==> src/rtl/uart_pkg.sv <==
// -----------------------------------------------------------------------------
// uart_pkg
// Definitions shared by the UART transmitter and receiver:
//   - uart_state_e        : 3-bit frame FSM state encoding
//   - UART_DATA_W         : payload bits per frame (8)
//   - UART_CYCLES_PER_BIT : default clock cycles per serial bit (217)
// -----------------------------------------------------------------------------
package uart_pkg;

  localparam int unsigned UART_DATA_W         = 8;
  localparam int unsigned UART_CYCLES_PER_BIT = 217;

  typedef enum logic [2:0] {
    ST_IDLE    = 3'd0,
    ST_START   = 3'd1,
    ST_DATA    = 3'd2,
    ST_STOP    = 3'd3,
    ST_CLEANUP = 3'd4
  } uart_state_e;

endpackage

==> src/rtl/uart_tx_fifo.sv <==
// -----------------------------------------------------------------------------
// uart_tx_fifo
// In-order byte FIFO that buffers bytes ahead of the UART shifter.
// Pointers wrap modulo c_DEPTH (a power of two); occupancy is a registered count.
// Ports:
//   clk, rst  : rising-edge clock, synchronous active-high reset (empties FIFO)
//   push      : write wr_data this cycle (ignored while full)
//   wr_data   : byte to store
//   pop       : drop the head entry this cycle (ignored while empty)
//   rd_data   : current head entry
//   full      : count == c_DEPTH
//   empty     : count == 0
//   count     : number of stored bytes, 0..c_DEPTH
// -----------------------------------------------------------------------------
module uart_tx_fifo
  import uart_pkg::*;
#(
  parameter  int unsigned c_DEPTH = 4,
  localparam int unsigned PTR_W   = $clog2(c_DEPTH),
  localparam int unsigned CNT_W   = $clog2(c_DEPTH) + 1
) (
  input  logic                   clk,
  input  logic                   rst,
  input  logic                   push,
  input  logic [UART_DATA_W-1:0] wr_data,
  input  logic                   pop,
  output logic [UART_DATA_W-1:0] rd_data,
  output logic                   full,
  output logic                   empty,
  output logic [CNT_W-1:0]       count
);

  localparam logic [CNT_W-1:0] DEPTH_CNT = CNT_W'(c_DEPTH);

  logic [UART_DATA_W-1:0] mem_q [c_DEPTH];
  logic [PTR_W-1:0]       wr_ptr_q, wr_ptr_d;
  logic [PTR_W-1:0]       rd_ptr_q, rd_ptr_d;
  logic [CNT_W-1:0]       count_q, count_d;
  logic                   do_push;
  logic                   do_pop;

  assign full    = (count_q == DEPTH_CNT);
  assign empty   = (count_q == '0);
  assign count   = count_q;
  assign rd_data = mem_q[rd_ptr_q];

  assign do_push = push & ~full;
  assign do_pop  = pop & ~empty;

  always_comb begin
    wr_ptr_d = wr_ptr_q;
    rd_ptr_d = rd_ptr_q;
    count_d  = count_q;
    if (do_push) wr_ptr_d = wr_ptr_q + PTR_W'(1);
    if (do_pop)  rd_ptr_d = rd_ptr_q + PTR_W'(1);
    // A simultaneous push and pop leaves the occupancy unchanged.
    case ({do_push, do_pop})
      2'b10:   count_d = count_q + CNT_W'(1);
      2'b01:   count_d = count_q - CNT_W'(1);
      default: count_d = count_q;
    endcase
  end

  always_ff @(posedge clk) begin
    if (rst) begin
      wr_ptr_q <= '0;
      rd_ptr_q <= '0;
      count_q  <= '0;
    end else begin
      wr_ptr_q <= wr_ptr_d;
      rd_ptr_q <= rd_ptr_d;
      count_q  <= count_d;
    end
  end

  // Storage carries no reset: an entry is only ever read after being written.
  always_ff @(posedge clk) begin
    if (do_push) mem_q[wr_ptr_q] <= wr_data;
  end

endmodule

==> src/rtl/uart_tx.sv <==
// -----------------------------------------------------------------------------
// uart_tx
// Buffered 8N1 UART transmitter: a byte FIFO feeds a frame FSM and shifter.
// Frame: start bit (0), 8 data bits LSB first, stop bit (1), then one CLEANUP
// cycle and one IDLE cycle, so back-to-back frames repeat every
// 10*c_CYCLES_PER_BIT + 2 cycles.
// Ports:
//   i_CLK            : clock, rising edge
//   i_RST            : synchronous active-high reset (abandons frame, empties FIFO)
//   i_TX_DATA_VALID  : upstream offers i_DATA_TX this cycle
//   i_DATA_TX        : byte to transmit
//   o_TX_READY       : FIFO not full; a byte is taken when valid & ready
//   o_SERIAL_DATA    : registered UART line, idle high
//   o_TX_ACTIVE      : high while start, data or stop bits are on the line
//   o_TX_DONE        : one-cycle pulse at the end of each frame
// -----------------------------------------------------------------------------
module uart_tx
  import uart_pkg::*;
#(
  parameter int unsigned c_CYCLES_PER_BIT = UART_CYCLES_PER_BIT,
  parameter int unsigned c_FIFO_DEPTH     = 4
) (
  input  logic                   i_CLK,
  input  logic                   i_RST,
  input  logic                   i_TX_DATA_VALID,
  input  logic [UART_DATA_W-1:0] i_DATA_TX,
  output logic                   o_TX_READY,
  output logic                   o_SERIAL_DATA,
  output logic                   o_TX_ACTIVE,
  output logic                   o_TX_DONE
);

  localparam int unsigned      CNT_W     = $clog2(c_CYCLES_PER_BIT);
  localparam logic [CNT_W-1:0] CNT_LAST  = CNT_W'(c_CYCLES_PER_BIT - 1);
  localparam int unsigned      FCNT_W    = $clog2(c_FIFO_DEPTH) + 1;
  localparam logic [FCNT_W-1:0] FIFO_CAP = FCNT_W'(c_FIFO_DEPTH);

  logic                   fifo_push;
  logic                   fifo_pop;
  logic [UART_DATA_W-1:0] fifo_rd_data;
  logic                   fifo_full;
  logic                   fifo_empty;
  logic [FCNT_W-1:0]      fifo_count;

  uart_state_e            state_q, state_d;
  logic [CNT_W-1:0]       cnt_q, cnt_d;
  logic [2:0]             bit_idx_q, bit_idx_d;
  logic [UART_DATA_W-1:0] shift_q, shift_d;
  logic                   serial_q, serial_d;
  logic                   active_q, active_d;
  logic                   done_q, done_d;

  assign o_TX_READY    = (fifo_count < FIFO_CAP);
  assign fifo_push     = i_TX_DATA_VALID & ~fifo_full;
  assign o_SERIAL_DATA = serial_q;
  assign o_TX_ACTIVE   = active_q;
  assign o_TX_DONE     = done_q;

  uart_tx_fifo #(
    .c_DEPTH (c_FIFO_DEPTH)
  ) u_fifo (
    .clk     (i_CLK),
    .rst     (i_RST),
    .push    (fifo_push),
    .wr_data (i_DATA_TX),
    .pop     (fifo_pop),
    .rd_data (fifo_rd_data),
    .full    (fifo_full),
    .empty   (fifo_empty),
    .count   (fifo_count)
  );

  always_comb begin
    state_d   = state_q;
    cnt_d     = cnt_q;
    bit_idx_d = bit_idx_q;
    shift_d   = shift_q;
    fifo_pop  = 1'b0;
    serial_d  = 1'b1;
    active_d  = 1'b0;
    done_d    = 1'b0;

    case (state_q)
      ST_IDLE: begin
        if (!fifo_empty) begin
          fifo_pop  = 1'b1;
          shift_d   = fifo_rd_data;
          cnt_d     = '0;
          bit_idx_d = '0;
          state_d   = ST_START;
        end
      end

      ST_START: begin
        serial_d = 1'b0;
        active_d = 1'b1;
        if (cnt_q == CNT_LAST) begin
          cnt_d   = '0;
          state_d = ST_DATA;
        end else begin
          cnt_d = cnt_q + CNT_W'(1);
        end
      end

      ST_DATA: begin
        serial_d = shift_q[0];
        active_d = 1'b1;
        if (cnt_q == CNT_LAST) begin
          cnt_d   = '0;
          shift_d = {1'b0, shift_q[UART_DATA_W-1:1]};
          if (bit_idx_q == 3'd7) begin
            bit_idx_d = '0;
            state_d   = ST_STOP;
          end else begin
            bit_idx_d = bit_idx_q + 3'd1;
          end
        end else begin
          cnt_d = cnt_q + CNT_W'(1);
        end
      end

      ST_STOP: begin
        active_d = 1'b1;
        if (cnt_q == CNT_LAST) begin
          cnt_d   = '0;
          state_d = ST_CLEANUP;
        end else begin
          cnt_d = cnt_q + CNT_W'(1);
        end
      end

      ST_CLEANUP: begin
        done_d  = 1'b1;
        state_d = ST_IDLE;
      end

      default: begin
        state_d = ST_IDLE;
      end
    endcase
  end

  // Outputs are registered from the current state, so the line trails the
  // state register by one cycle; every phase keeps its full length.
  always_ff @(posedge i_CLK) begin
    if (i_RST) begin
      state_q   <= ST_IDLE;
      cnt_q     <= '0;
      bit_idx_q <= '0;
      serial_q  <= 1'b1;
      active_q  <= 1'b0;
      done_q    <= 1'b0;
    end else begin
      state_q   <= state_d;
      cnt_q     <= cnt_d;
      bit_idx_q <= bit_idx_d;
      serial_q  <= serial_d;
      active_q  <= active_d;
      done_q    <= done_d;
    end
  end

  always_ff @(posedge i_CLK) begin
    shift_q <= shift_d;
  end

endmodule

==> config.mk <==
export PLATFORM = sky130hd
export DESIGN_NAME = uart_tx
export DESIGN_NICKNAME = d
export VERILOG_FILES = /design/src/rtl/uart_pkg.sv /design/src/rtl/uart_tx_fifo.sv /design/src/rtl/uart_tx.sv
export SDC_FILE = /design/constraint.sdc
export NUM_CORES = 1
export LEC_CHECK = 0
export BUFFER_PORTS_ARGS = -buffer_cell sky130_fd_sc_hd__buf_4
export CORE_MARGIN = 3
export CORE_UTILIZATION = 55
export CTS_BUF_LIST = sky130_fd_sc_hd__clkbuf_4
export CTS_CLUSTER_SIZE = 8
export DETAILED_ROUTE_END_ITERATION = 7
export HOLD_SLACK_MARGIN = 0.05
export PLACE_DENSITY = 0.78
export SLEW_MARGIN = 15
export SYNTH_ARGS = -nofsm -noshare
export SYNTH_HDL_FRONTEND = slang
export SYNTH_SLANG_ARGS = --single-unit
==> constraint.sdc <==
create_clock -name i_CLK -period 3.95 [get_ports i_CLK]
set_input_delay 0.5925 -clock i_CLK [delete_from_list [all_inputs] [get_ports i_CLK]]
set_output_delay 0.5925 -clock i_CLK [all_outputs]
set_load 0.03 [all_outputs]
==> metrics.cfg, run 1 <==
[critical_path]
rrSetupSlack_ns = 1.43
endpoint_kind = register
cp.arrival_ns = 2.85
critPathKind = reg -> reg
rr_worst_depth = 9
worst_ep_required_time_ns = 4.29
r2r-end = u_fifo.count[2]
critPathMaxFanout = 10
timing.rr.start = state_q[1]
critical_path.startpoint_type = register

[logic_synthesis]
syn_avg_cell_area_sq_um = 13.9
yosysTopAreaCell = edfxtp_1
synth_top_cell_area_share_pct = 42.9
ys_top_cells_by_area = edfxtp_1 (43%), dfxtp_1 (19%), mux4_2 (6.4%)
syn-instance-count = 201
synth_area_sq_um = 2800
ys_warn_count = 0
ys_seq_area_share_pct = 61.5
ys_types = 45
synth-seq-cells = 66
syn_nets = 222

[detailed_routing]
drt_iter0_markers = 72
ant_nets = 0
wl_per_cell_microns = 15.6
via_per_inst = 5.53
route.detailed.drc = 0
drtPass1Iterations = 4
vias = 1603
wirelength_microns = 4530

[die]
coreArea_sq_um = 4820
die_h_microns = 77.3
die_w_microns = 77.3
initial_core_util_pct = 58.1
rows = 25
fp.dieArea_sq_um = 5980
ios = 15

[global_routing]
use_met1_pct = 22.6
grt_pass1_vias = 1622
grt_pass1_wl_microns = 7780
use_met2_pct = 25.2
antenna_found_initial = 0
overflow = 0
grt.met3_usage_pct = 3.71
grt_max_degree = 20
grt_usage_pct = 17.0
grt_busiest_layer = met2

[hold_path]
min-delay-start = i_DATA_TX[4]
hold_depth = 1
whs_endpoint = u_fifo.mem_q[1][4]
hold_class = in -> reg

[sta]
finalCriticalPeriod_ns = 2.52
hold_violations = 0
maxSlewViolCount = 0
holdWs_ns = 0.377
fin_crit_sh_pct = 63.7
tightest_slew_ns = 0.656
rsz0062_at_grt = false
setup_ws_ns = 1.43
fmax_mhz = 397
finalSetupTns_ns = 0
fin_worst_skew_ns = 0.0202
slew-limit-headroom_pct = 55.9
setup_violations = 0

[finish]
final_core_util_pct = 64.3
layout.nets = 240
final_cell_area_sq_um = 3100
drive_gt1_share_pct = 22.4
area_growth_pct = 10.6
diodes = 0

[cts]
root_buffer = clkbuf_4
clkTransAtPathRegs_ns = 0.12
cts.sinks = 66
post-cts-setup-buffers = 0
clockBufferDepth = 2
ctsHoldBuffers = 0
numCtsBuffers = 9
clock_latency_ns = 0.41
cts_resized = 0
htreeDepth = 3
cts_tree = done

[placement]
io_buffers = 14
place_ws_ns = 1.54
gp_congestion = 0.802
placed_area_sq_um = 2950
place_hpwl_microns = 3010

[power_and_ir_drop]
p_sw_share_pct = 28.4
power_density_nw_per_um2 = 593
ir_drop_uv = 333
switching_power_uw = 521
combPwrFrac_pct = 21.4
p_leak_nw = 1.07
p_int_mw = 1.32
clockPowerShare_pct = 26.6
p_seq_share_pct = 52.0

[run]
drv.max_cap_violation_count = 0

[outcome]
status = completed

per-layer routing:
metal | wire (microns) | part of all wire, %
met1 | 2080 | 46
met2 | 2120 | 47
met3 | 179 | 3.9
met4 | 148 | 3.3
met5 | 0 | 0
worst max path at each step:
stage                 endpoint       start  slack [ns]  cells past startpoint
2_1_floorplan  u_fifo.count[2]  state_q[1]        1.75                     10
3_3_place_gp   u_fifo.count[2]  state_q[0]        1.63                      9
3_5_place_dp   u_fifo.count[2]  state_q[0]        1.54                      9
4_1_cts        u_fifo.count[2]  state_q[1]        1.46                      9
5_1_grt        u_fifo.count[2]  state_q[1]        1.29                      9
6_report       u_fifo.count[2]  state_q[1]        1.43                      9
area by class of cell:
| class | count | area (sq um) |
|---|---|---|
| inverter | 13 | 48.8 |
| clock inverter | 4 | 67.6 |
| clock buffer | 11 | 82.6 |
| tap | 67 | 83.8 |
| multi-input combinational | 115 | 986 |
| fill | 391 | 1720 |
| timing repair buffer | 14 | 105 |
| sequential | 66 | 1720 |
logic make-up (layout without fill, tap and decap cells):
group,count (synthesis),count (layout),synth area share [%]
adders and majority gates,10,10,4.74
AOI/OAI and AO/OA,21,21,5.19
muxes,17,17,9.97
and+or+nand+nor,56,56,11.9
xor gates and xnor gates,11,11,3.44
DFF,66,66,61.5
buffers and inverters,20,42,3.26
stage by stage:
step	cells	power [mW]
3_3_place_gp	275	1.34
6_report	290	1.84
2_1_floorplan	201	1.26
3_5_place_dp	275	1.36
4_1_cts	290	1.85
5_1_grt	290	1.94
synthesized netlist by cell type (all sizes together):
library cell,count
nor2b,1
and2b,1
nand2b,1
o31ai,2
or4,1
xor2,5
mux4,8
nand4b,1
o31a,1
nand3b,2
o21ai,3
edfxtp,40
inv,13
mux2i,2
nand2,6
buf,3
and3,2
a211oi,5
nand4,1
a21oi,9
ha,9
nand3,6
nor2,15
or3,4
and3b,1
xnor2,6
nor3,6
and4b,1
nor4b,1
and2,4
or2,1
fa,1
dfxtp,26
nor3b,1
a32o,1
clkbuf,4
mux2,7
power groups by stage:
stage	Clock, mW	Combinational, mW	Sequential [mW]
detailed placement	0	0.386	0.974
floorplan	0	0.328	0.931
finish	0.488	0.393	0.955
CTS	0.494	0.395	0.958
global placement	0	0.377	0.966
global route	0.526	0.438	0.973
worst max-delay path: stages, from the launching register on:
cell,delay (ns)
dfxtp_1,0.41
nor2_2,0.37
nand3b_1,0.27
inv_1,0.15
ha_1,0.20
inv_1,0.06
fa_1,0.38
xor2_1,0.16
or3_1,0.32
a21oi_1,0.14
registers in the layout (all words and copies together) (netlist names), named ones only:
signal	count
u_fifo.rd_ptr_q	2
o_SERIAL_DATA	1
bit_idx_q	3
o_TX_ACTIVE	1
u_fifo.mem_q	32
state_q	3
cnt_q	8
o_TX_DONE	1
shift_q	8
u_fifo.count	3
u_fifo.wr_ptr_q	2
cells in the final DEF, fill, tap and decap left out, drive strengths merged, types with 7 or more instances in the layout:
master	synthesis	routed
mux2	7	7
inv	13	13
a21oi	9	9
mux4	8	8
clkbuf	4	11
nor2	15	15
ha	9	9
edfxtp	40	40
dfxtp	26	26
buf	3	14
(Power assumes the default switching activity.)
==> run 2, diff against run 1 <==
clock period = 2.4 ns   (was 3.95 ns; I/O delays follow)
==> run 2 against run 1 <==
Effect of this change: combinational power rose by 74%; critical path depth did not move; worst hold slack got worse by 0.22 ns; utilization fell by 0.36 points; cell count rose by 1.4%; clock skew fell by 0.011 ns; first-iteration DRC count rose by 85%; critical path type unchanged; largest cell class unchanged; largest power group unchanged.
==> metrics.cfg, run 2 (synthesized netlist as in run 1, its figures left out) <==
[outcome]
status = completed  ; unchanged

[power_and_ir_drop]
power_mw = 2.83  ; was 1.84 mW
ir_drop_uv = 627  ; was 333 uV
p_leak_nw = 1.08  ; was 1.07 nW
power_density_nw_per_um2 = 918  ; was 593 nW/um^2

[cts]
numCtsBuffers = 9  ; unchanged
ctsHoldBuffers = 0  ; unchanged
cts.sinks = 66  ; unchanged
post-cts-setup-buffers = 0  ; unchanged
clock_latency_ns = 0.40  ; was 0.41 ns
root_buffer = clkbuf_4  ; unchanged
clockBufferDepth = 2  ; unchanged
clkTransAtPathRegs_ns = 0.10  ; was 0.12 ns
cts_tree = done  ; unchanged
htreeDepth = 3  ; unchanged
cts_resized = 0  ; unchanged

[global_routing]
grt_pass1_wl_microns = 7780  ; unchanged
grt_pass1_vias = 1592  ; was 1622
grt_busiest_layer = met2  ; unchanged
overflow = 0  ; unchanged
grt_usage_pct = 17.4  ; was 17.0%
antenna_found_initial = 0  ; unchanged
grt.met3_usage_pct = 5.10  ; was 3.71%
grt_max_degree = 20  ; unchanged
use_met2_pct = 25.2  ; unchanged
use_met1_pct = 23.7  ; was 22.6%

[detailed_routing]
wl_per_cell_microns = 15.6  ; about the same
route.detailed.drc = 0  ; unchanged
ant_nets = 0  ; unchanged
via_per_inst = 5.41  ; was 5.53
vias = 1591  ; was 1603
drtPass1Iterations = 4  ; unchanged
drt_iter0_markers = 133  ; was 72
wirelength_microns = 4590  ; was 4530 microns

[finish]
diodes = 0  ; unchanged
final_cells = 294  ; was 290
largest_register_ff_count = 32  ; unchanged
reg_top3 = u_fifo.mem_q: 32 flops, cnt_q: 8 flops, shift_q: 8 flops  ; unchanged
area_growth_pct = 9.97  ; was 10.6%
regMostFlops = u_fifo.mem_q  ; unchanged
layout.nets = 244  ; was 240
mostFrequentLayoutCell = edfxtp_1  ; unchanged
drive_gt1_share_pct = 24.7  ; was 22.4%
final_cell_mix = edfxtp_1 (40), dfxtp_1 (26), buf_4 (18), nor2_1 (14), inv_1 (13)  ; was edfxtp_1 (40), dfxtp_1 (26), nor2_1 (14), buf_4 (14), inv_1 (13)
final_core_util_pct = 63.9  ; was 64.3%

[placement]
gp_congestion = 0.805  ; was 0.802
io_buffers = 14  ; unchanged
place_hpwl_microns = 3110  ; was 3010 microns
dp.cells = 279  ; was 275

[critical_path]
critical_path.startpoint_type = register  ; unchanged
critPathMaxFanout = 7  ; was 10
rrSetupSlack_ns = 0.24  ; was 1.43 ns
cp.arrival_ns = 2.49  ; was 2.85 ns
r2r-end = u_fifo.count[2]  ; unchanged
endpoint_kind = register  ; unchanged
critPathKind = reg -> reg  ; unchanged
critPathLaunch = u_fifo.count[2]  ; was state_q[1]
timing.rr.start = u_fifo.count[2]  ; was state_q[1]
rr_worst_depth = 9  ; unchanged
worst_ep_required_time_ns = 2.73  ; was 4.29 ns

[sta]
finalSetupTns_ns = 0  ; unchanged
rsz0062_at_grt = false  ; unchanged
tightest_slew_ns = 0.584  ; was 0.656 ns
fin_crit_sh_pct = 89.9  ; was 63.7%
fmax_mhz = 463  ; was 397 MHz
maxSlewViolCount = 0  ; unchanged
setup_violations = 0  ; unchanged
slew-limit-headroom_pct = 60.8  ; was 55.9%
fin_worst_skew_ns = 0.00909  ; was 0.0202 ns
hold_violations = 0  ; unchanged
holdWs_ns = 0.161  ; was 0.377 ns
finalCriticalPeriod_ns = 2.16  ; was 2.52 ns

[die]
ios = 15  ; unchanged
rows = 25  ; unchanged
die_h_microns = 77.3  ; unchanged
die_w_microns = 77.3  ; unchanged
fp.dieArea_sq_um = 5980  ; unchanged
initial_core_util_pct = 58.1  ; unchanged
coreArea_sq_um = 4820  ; unchanged

[hold_path]
whs_endpoint = u_fifo.mem_q[1][4]  ; unchanged
hold_class = in -> reg  ; unchanged
hold_depth = 1  ; unchanged
min-delay-start = i_DATA_TX[4]  ; unchanged

[run]
drv.max_cap_violation_count = 0  ; unchanged

-- run 2: per-stage QoR --
step	instance area, sq um	setup slack (ns)
floorplan	2800	0.196
global placement	2980	0.359
detailed placement	2980	0.284
CTS	3080	0.237
global route	3080	0.104
finish	3080	0.242
-- run 2: cell type report --
class / count / area, sq um
well taps: 67 / 83.8
inverters: 13 / 48.8
multi-input cells: 115 / 986
clock inverters: 4 / 20.0
clock buffers: 11 / 82.6
repair buffers: 18 / 135
flip-flops and latches: 66 / 1720
fillers: 376 / 1740
-- run 2: critical path, cell delays in order (launching register included) --
cell and delay (ns):
dfxtp_1 0.40, inv_1 0.09, o31a_1 0.32, inv_1 0.09, ha_1 0.17, inv_1 0.06, fa_1 0.37, xor2_1 0.16
or3_1 0.30, a21oi_1 0.15
-- run 2: worst max path at each step --
stage / endpoint / cells after the start
floorplan: u_fifo.count[2] / 10
global placement: u_fifo.count[2] / 9
detailed placement: u_fifo.count[2] / 9
CTS: u_fifo.count[2] / 9
global route: u_fifo.count[2] / 9
finish: u_fifo.count[2] / 9
-- run 2: routing by layer --
layer  routed length [microns]  part of all wire (%)  vias to the layer above
met5                         0                     0                        -
met4                        89                   1.9                        0
met3                       147                   3.2                        7
met2                      2170                    47                       23
met1                      2180                    48                      782
li1                          -                     -                      779
-- run 2: where the power goes --
group,switching [mW],internal (mW)
Sequential,0.118,1.44
Clock,0.359,0.224
Combinational,0.369,0.316
